<file path="src/rtl/fp4_fft_output_streamer.sv">
// Unloads an FFT result memory as a valid/ready stream of FP4 complex samples.
// Define FP4_FFT_STREAM_FFTSHIFT_EN to read in fftshift order (DC lands at index N/2).
module fp4_fft_output_streamer #(
  parameter int MAX_N      = 32,
  parameter int ADDR_WIDTH = $clog2(MAX_N)
) (
  input  logic                  clk,
  input  logic                  rst,
  input  logic                  start,
  input  logic [ADDR_WIDTH:0]   N_config,
  output logic [ADDR_WIDTH-1:0] rd_addr,
  input  logic [7:0]            rd_data,
  output logic                  out_valid,
  input  logic                  out_ready,
  output logic [7:0]            out_data,
  output logic [ADDR_WIDTH-1:0] out_index,
  output logic                  out_last,
  output logic                  busy,
  output logic                  done,
  output logic                  cfg_err
);

  localparam int CW = ADDR_WIDTH + 1;

  typedef enum logic [1:0] {IDLE, STREAM, DRAIN} state_e;

  state_e                     state_q, state_d;
  logic [CW-1:0]              n_q, n_d;
  logic [CW-1:0]              cnt_q, cnt_d;
  logic [CW-1:0]              nm1;
  logic                       infl_q;
  logic [ADDR_WIDTH-1:0]      infl_idx_q;
  logic                       infl_last_q;
  logic [1:0][7:0]            buf_data_q;
  logic [1:0][ADDR_WIDTH-1:0] buf_idx_q;
  logic [1:0]                 buf_last_q;
  logic                       wr_ptr_q, rd_ptr_q;
  logic [1:0]                 count_q;
  logic                       done_q, done_d;
  logic                       cfg_err_q, cfg_err_d;

  logic                       cfg_ok;
  logic                       pop;
  logic [2:0]                 occ;
  logic                       issue;
  logic                       last_issue;
  logic                       last_out;
  logic [ADDR_WIDTH-1:0]      rd_idx;

  assign cfg_ok = (N_config >= CW'(2)) && (N_config <= CW'(MAX_N)) &&
                  ((N_config & (N_config - CW'(1))) == '0);

  assign nm1       = n_q - CW'(1);
  assign out_valid = (count_q != 2'd0);
  assign pop       = out_valid && out_ready;

  // A read issued now lands in the buffer next cycle, so the in-flight read
  // counts as occupied; a pop this cycle frees a slot in time for it.
  assign occ        = {1'b0, count_q} + {2'b00, infl_q};
  assign issue      = (state_q == STREAM) && ((occ <= 3'd1) || ((occ == 3'd2) && pop));
  assign last_issue = issue && (cnt_q == nm1);
  assign last_out   = pop && buf_last_q[rd_ptr_q];

`ifdef FP4_FFT_STREAM_FFTSHIFT_EN
  assign rd_idx = (cnt_q[ADDR_WIDTH-1:0] + n_q[ADDR_WIDTH:1]) & nm1[ADDR_WIDTH-1:0];
`else
  assign rd_idx = cnt_q[ADDR_WIDTH-1:0];
`endif

  assign rd_addr   = issue ? rd_idx : '0;
  assign out_data  = out_valid ? buf_data_q[rd_ptr_q] : '0;
  assign out_index = out_valid ? buf_idx_q[rd_ptr_q] : '0;
  assign out_last  = out_valid && buf_last_q[rd_ptr_q];
  assign busy      = (state_q != IDLE);
  assign done      = done_q;
  assign cfg_err   = cfg_err_q;

  always_comb begin
    state_d   = state_q;
    n_d       = n_q;
    cnt_d     = cnt_q;
    done_d    = 1'b0;
    cfg_err_d = 1'b0;
    case (state_q)
      IDLE: begin
        if (start) begin
          if (cfg_ok) begin
            n_d     = N_config;
            cnt_d   = '0;
            state_d = STREAM;
          end else begin
            cfg_err_d = 1'b1;
          end
        end
      end
      STREAM: begin
        if (issue) begin
          cnt_d = cnt_q + CW'(1);
          if (last_issue) state_d = DRAIN;
        end
      end
      DRAIN: begin
        if (last_out) begin
          state_d = IDLE;
          done_d  = 1'b1;
        end
      end
      default: state_d = IDLE;
    endcase
  end

  always_ff @(posedge clk or negedge rst) begin
    if (!rst) begin
      state_q   <= IDLE;
      n_q       <= '0;
      cnt_q     <= '0;
      done_q    <= 1'b0;
      cfg_err_q <= 1'b0;
    end else begin
      state_q   <= state_d;
      n_q       <= n_d;
      cnt_q     <= cnt_d;
      done_q    <= done_d;
      cfg_err_q <= cfg_err_d;
    end
  end

  // Two-entry output buffer fed by the read issued on the previous cycle.
  always_ff @(posedge clk or negedge rst) begin
    if (!rst) begin
      infl_q      <= 1'b0;
      infl_idx_q  <= '0;
      infl_last_q <= 1'b0;
      buf_data_q  <= '0;
      buf_idx_q   <= '0;
      buf_last_q  <= '0;
      wr_ptr_q    <= 1'b0;
      rd_ptr_q    <= 1'b0;
      count_q     <= 2'd0;
    end else begin
      infl_q      <= issue;
      infl_idx_q  <= cnt_q[ADDR_WIDTH-1:0];
      infl_last_q <= last_issue;
      if (infl_q) begin
        buf_data_q[wr_ptr_q] <= rd_data;
        buf_idx_q[wr_ptr_q]  <= infl_idx_q;
        buf_last_q[wr_ptr_q] <= infl_last_q;
        wr_ptr_q             <= ~wr_ptr_q;
      end
      if (pop) rd_ptr_q <= ~rd_ptr_q;
      count_q <= count_q + {1'b0, infl_q} - {1'b0, pop};
    end
  end

endmodule

</file>
<file path="config.mk">
export PLATFORM = sky130hd
export DESIGN_NAME = fp4_fft_output_streamer
export DESIGN_NICKNAME = d
export VERILOG_FILES = /design/src/rtl/fp4_fft_output_streamer.sv
export SDC_FILE = /design/constraint.sdc
export NUM_CORES = 1
export LEC_CHECK = 0
export ABC_AREA = 1
export ABC_CLOCK_PERIOD_IN_PS = 3600
export CAP_MARGIN = 25
export CORE_UTILIZATION = 45
export CTS_BUF_LIST = sky130_fd_sc_hd__clkbuf_16
export CTS_CLUSTER_SIZE = 12
export DETAILED_ROUTE_END_ITERATION = 10
export PLACE_DENSITY = 0.68
export SLEW_MARGIN = 20
export SYNTH_ARGS = -nofsm -noshare
export SYNTH_HDL_FRONTEND = slang
export SYNTH_SLANG_ARGS = --single-unit
</file>
<file path="constraint.sdc">
create_clock -name clk -period 3.6 [get_ports clk]
set_input_delay 0.36 -clock clk [delete_from_list [all_inputs] [get_ports clk]]
set_output_delay 0.36 -clock clk [all_outputs]
set_load 0.005 [all_outputs]
</file>
==> run summary <==
The run finished with clean final reports. Across every metal layer, demand over resource in global routing totals 0.187. The number of I/O port buffers is 40. The final layout net count is 407. The number of endpoints with negative hold slack in the final report is 0. The final-report setup violation count came out at 0.

The synthesized design spends more area on one cell type than any other, namely sky130_fd_sc_hd__dfrtp_1. STA classifies the critical path endpoint as an output port. The core box area came out at 5680 um2. After detailed routing, the total wire length is 5.46 mm. The hold buffer count at cts is 0. The detailed router's first-iteration violation count is 113.

The wire length of the first global-routing pass is 9.34 mm. The count of synthesis-stage warnings from yosys is 0. The number of different library cells used by synthesis comes to 25. Of the available clock period, the critical path in the final layout requires 0.735. The dominant combinational cell family by area after synthesis is simple AND/OR/NAND/NOR gates. The data required time at the worst endpoint is 3240 ps. After clock tree synthesis, the clock-pin slew on the worst setup and hold paths is 70 ps. The clock period minus worst slack came out at 2650 ps. Clock tree synthesis inserted a total of 5 buffers. Routability-driven placement finished with a final weighted congestion of 0.833.

Setup repair after global routing left no endpoint under its margin. The minimum setup slack after placement is 1250 ps. The clock tree buffer depth came out at 2.

The full die area came out at 6360 um2. The adder-cell share of the synthesized area is 0.0368. The post-synthesis compound-gate area fraction came to 0.108. The mean post-synth cell area came out at 7.97 um2. The height of the chip came out at 79.7 um. Buffers added to address setup during post-CTS repair amount to 0. The initialized floorplan defines 27 standard-cell rows. The top cell type's share of synthesized area is 0.506.

At the worst endpoint, the arrival time is 2290 ps. The width of the die came out at 79.7 um. The multiplexer area fraction after synthesis is 0. The worst-skew pair later-pin latency came out at 290 ps.

The layout cell share with drive strength beyond 1 is 0.0654. Summing over every cut layer, the via total after detailed routing is 2201. The remaining number of nets flagged by the antenna check after routing is 0. The post-layout worst setup margin came out at 955 ps. The number of levels the H-tree was split into came out at 2.

After detailed routing, the average wire length per cell comes to 12.0 um. The largest net degree at the start of global routing is 35. The number of remaining DRC errors is 0.

The tool flagged a number of max-cap violations equal to 0. Pin placement for this block handled 41 I/O pins. The synthesized netlist net count came out at 367. The slew at the pin closest to its max-slew limit came out at 901 ps. The number of global-route vias before repair came out at 2026.

The detailed-route vias per instance is 4.85. Synthesis produced a netlist whose cell count is 341. The headroom to the max-slew limit is 0.399.

The count of antenna diodes in the layout is 0. Clock tree synthesis selected as its root buffer the cell sky130_fd_sc_hd__clkbuf_16. The synthesis-stage register bit count came out at 55.

The simple-gate share of the synthesized area came out at 0.239. The largest fanout of any net on the critical path is 10. The count of instances resized after the clock tree is built is 0. Power comes to 2.92 mW.

The share of synthesized area occupied by flip-flops and latches is 0.506. The initial cell density of the core is 0.479. The post-synthesis instance area is 2720 um2. In this run the static leakage power is 1.65 nW. The worst setup path is of the flop to output port kind. The fill cell instance count of the final layout came out at 539. The utilization after layout is 0.594. The number of max-slew violations in the final report was 0. Of the total synthesized cell area, the portion taken by XOR and XNOR cells is 0.0258. The clock arrives with 6.00 ps of skew. Adding up every negative setup slack in the final design gives 0 ps. TritonCTS built the clock tree. The global-route congestion overflow total came out at 0.

By area the synthesized netlist is led by sky130_fd_sc_hd__dfrtp_1 (51%), sky130_fd_sc_hd__nand2_1 (14%), sky130_fd_sc_hd__inv_1 (6.4%), sky130_fd_sc_hd__o21ai_0 (4.6%), sky130_fd_sc_hd__ha_1 (3.7%). The initial antenna violation count came out at 0. The peak supply drop came out at 0.357 mV.

The number of detailed-route iterations in the first pass is 4. The sink count of the clock tree came out at 55. Summed over all nets, the half-perimeter wirelength after detailed placement is 3.88 mm.

The worst hold path belongs to the class primary input to async pin. The worst setup path is launched from a flop. The growth of design area from synthesis to finish came out at 24.1%. For this design the ratio of total power to cell area is 864 nW/um2. The worst register-to-register path has a depth of 9. Based on the critical path, the design can be clocked at up to 378 MHz.
state kept, by name, summed over array words and instances, names as in the netlist:
register     count
count_q          2
wr_ptr_q         1
cnt_q            6
cfg_err          1
buf_last_q       2
buf_data_q      16
buf_idx_q       10
n_q              6
infl_q           1
rd_ptr_q         1
state_q          2
infl_idx_q       5
infl_last_q      1
done             1
cell type report:
class / instances / area [um2] / share of cell area
clock inverter: 3 / 67.6 / 0.0200
tap: 72 / 90.1 / 0.0267
inverter: 52 / 196 / 0.0582
clock buffer: 5 / 125 / 0.0371
multi-input combinational: 226 / 1110 / 0.330
sequential: 55 / 1380 / 0.408
timing repair buffer: 41 / 403 / 0.119
worst paths after layout:
kind / start / slack [ps] / to
max: count_q[0] / 950 / rd_addr[4]
min: rst / 140 / buf_idx_q[3]
max reg2reg: count_q[0] / 1670 / count_q[1]
min reg2reg: state_q[0] / 450 / done
max in group asynchronous: rst / 2710 / buf_last_q[0]
min in group clk: state_q[0] / 450 / done
logic make-up (layout without fill, tap and decap cells):
family | count (synthesis) | after routing
xor+xnor | 8 | 8
buf+inv | 60 | 101
simple gates | 154 | 154
compound gates | 56 | 56
flops | 55 | 55
fa+ha+maj | 8 | 8
critical path, cell delays in order, from the launching register on:
cell and delay (ps):
sky130_fd_sc_hd__dfrtp_1 420, sky130_fd_sc_hd__ha_1 190, sky130_fd_sc_hd__inv_1 60, sky130_fd_sc_hd__ha_1 290, sky130_fd_sc_hd__nor2_1 50, sky130_fd_sc_hd__nand2_1 50
sky130_fd_sc_hd__nand2_1 80, sky130_fd_sc_hd__o21ai_4 320, sky130_fd_sc_hd__nor2_1 80, sky130_fd_sc_hd__clkdlybuf4s50_1 460
metrics by stage:
stage	area [um2]	hold slack (ps)	std cells
global placement	3180	442	446
floorplan	2720	64.4	341
detailed placement	3180	448	446
CTS	3370	160	454
finish	3370	137	454
global route	3370	196	454
cells in the mapped netlist:
cell and instances:
sky130_fd_sc_hd__buf_2 1, sky130_fd_sc_hd__o211ai_1 1, sky130_fd_sc_hd__nand4_1 1, sky130_fd_sc_hd__nand2_1 105, sky130_fd_sc_hd__or2_1 1, sky130_fd_sc_hd__inv_2 5, sky130_fd_sc_hd__nand2_4 2, sky130_fd_sc_hd__nand3_2 2
sky130_fd_sc_hd__clkinv_2 1, sky130_fd_sc_hd__nor2_2 2, sky130_fd_sc_hd__ha_1 8, sky130_fd_sc_hd__dfrtp_1 55, sky130_fd_sc_hd__nor2_1 23, sky130_fd_sc_hd__clkbuf_1 5, sky130_fd_sc_hd__nor2_4 2, sky130_fd_sc_hd__o21ai_0 25
sky130_fd_sc_hd__inv_1 46, sky130_fd_sc_hd__o21ai_1 14, sky130_fd_sc_hd__nor3_1 1, sky130_fd_sc_hd__xnor2_1 1, sky130_fd_sc_hd__xor2_1 7, sky130_fd_sc_hd__buf_1 2, sky130_fd_sc_hd__nand3_1 15, sky130_fd_sc_hd__o21ai_4 1
sky130_fd_sc_hd__a21oi_1 15
routing by layer:
metal,global-route usage,wire [um],part of all wire
met5,0,0,0
met4,0.0393,42,0.0077
met3,0.0309,203,0.037
met2,0.320,2630,0.48
met1,0.251,2580,0.47
power by group:
group	total, mW	switching (mW)	internal (mW)	leakage [nW]
clock network	0.610	0.212	0.398	0.0900
logic	1.23	0.691	0.541	0.852
registers	1.07	0.202	0.872	0.708
placed cells by master (no fill, tap or decap), types with 2 or more instances in the layout:
cell type / count
sky130_fd_sc_hd__a21oi_1: 15
sky130_fd_sc_hd__bufinv_16: 2
sky130_fd_sc_hd__clkbuf_16: 5
sky130_fd_sc_hd__clkdlybuf4s50_1: 39
sky130_fd_sc_hd__dfrtp_1: 55
sky130_fd_sc_hd__ha_1: 8
sky130_fd_sc_hd__inv_1: 46
sky130_fd_sc_hd__inv_2: 5
sky130_fd_sc_hd__nand2_1: 105
sky130_fd_sc_hd__nand2_4: 2
sky130_fd_sc_hd__nand3_1: 15
sky130_fd_sc_hd__nand3_2: 2
sky130_fd_sc_hd__nor2_1: 23
sky130_fd_sc_hd__nor2_2: 2
sky130_fd_sc_hd__nor2_4: 2
sky130_fd_sc_hd__o21ai_0: 25
sky130_fd_sc_hd__o21ai_1: 14
sky130_fd_sc_hd__xor2_1: 7
Note: power is estimated with default switching activity, not from simulation.
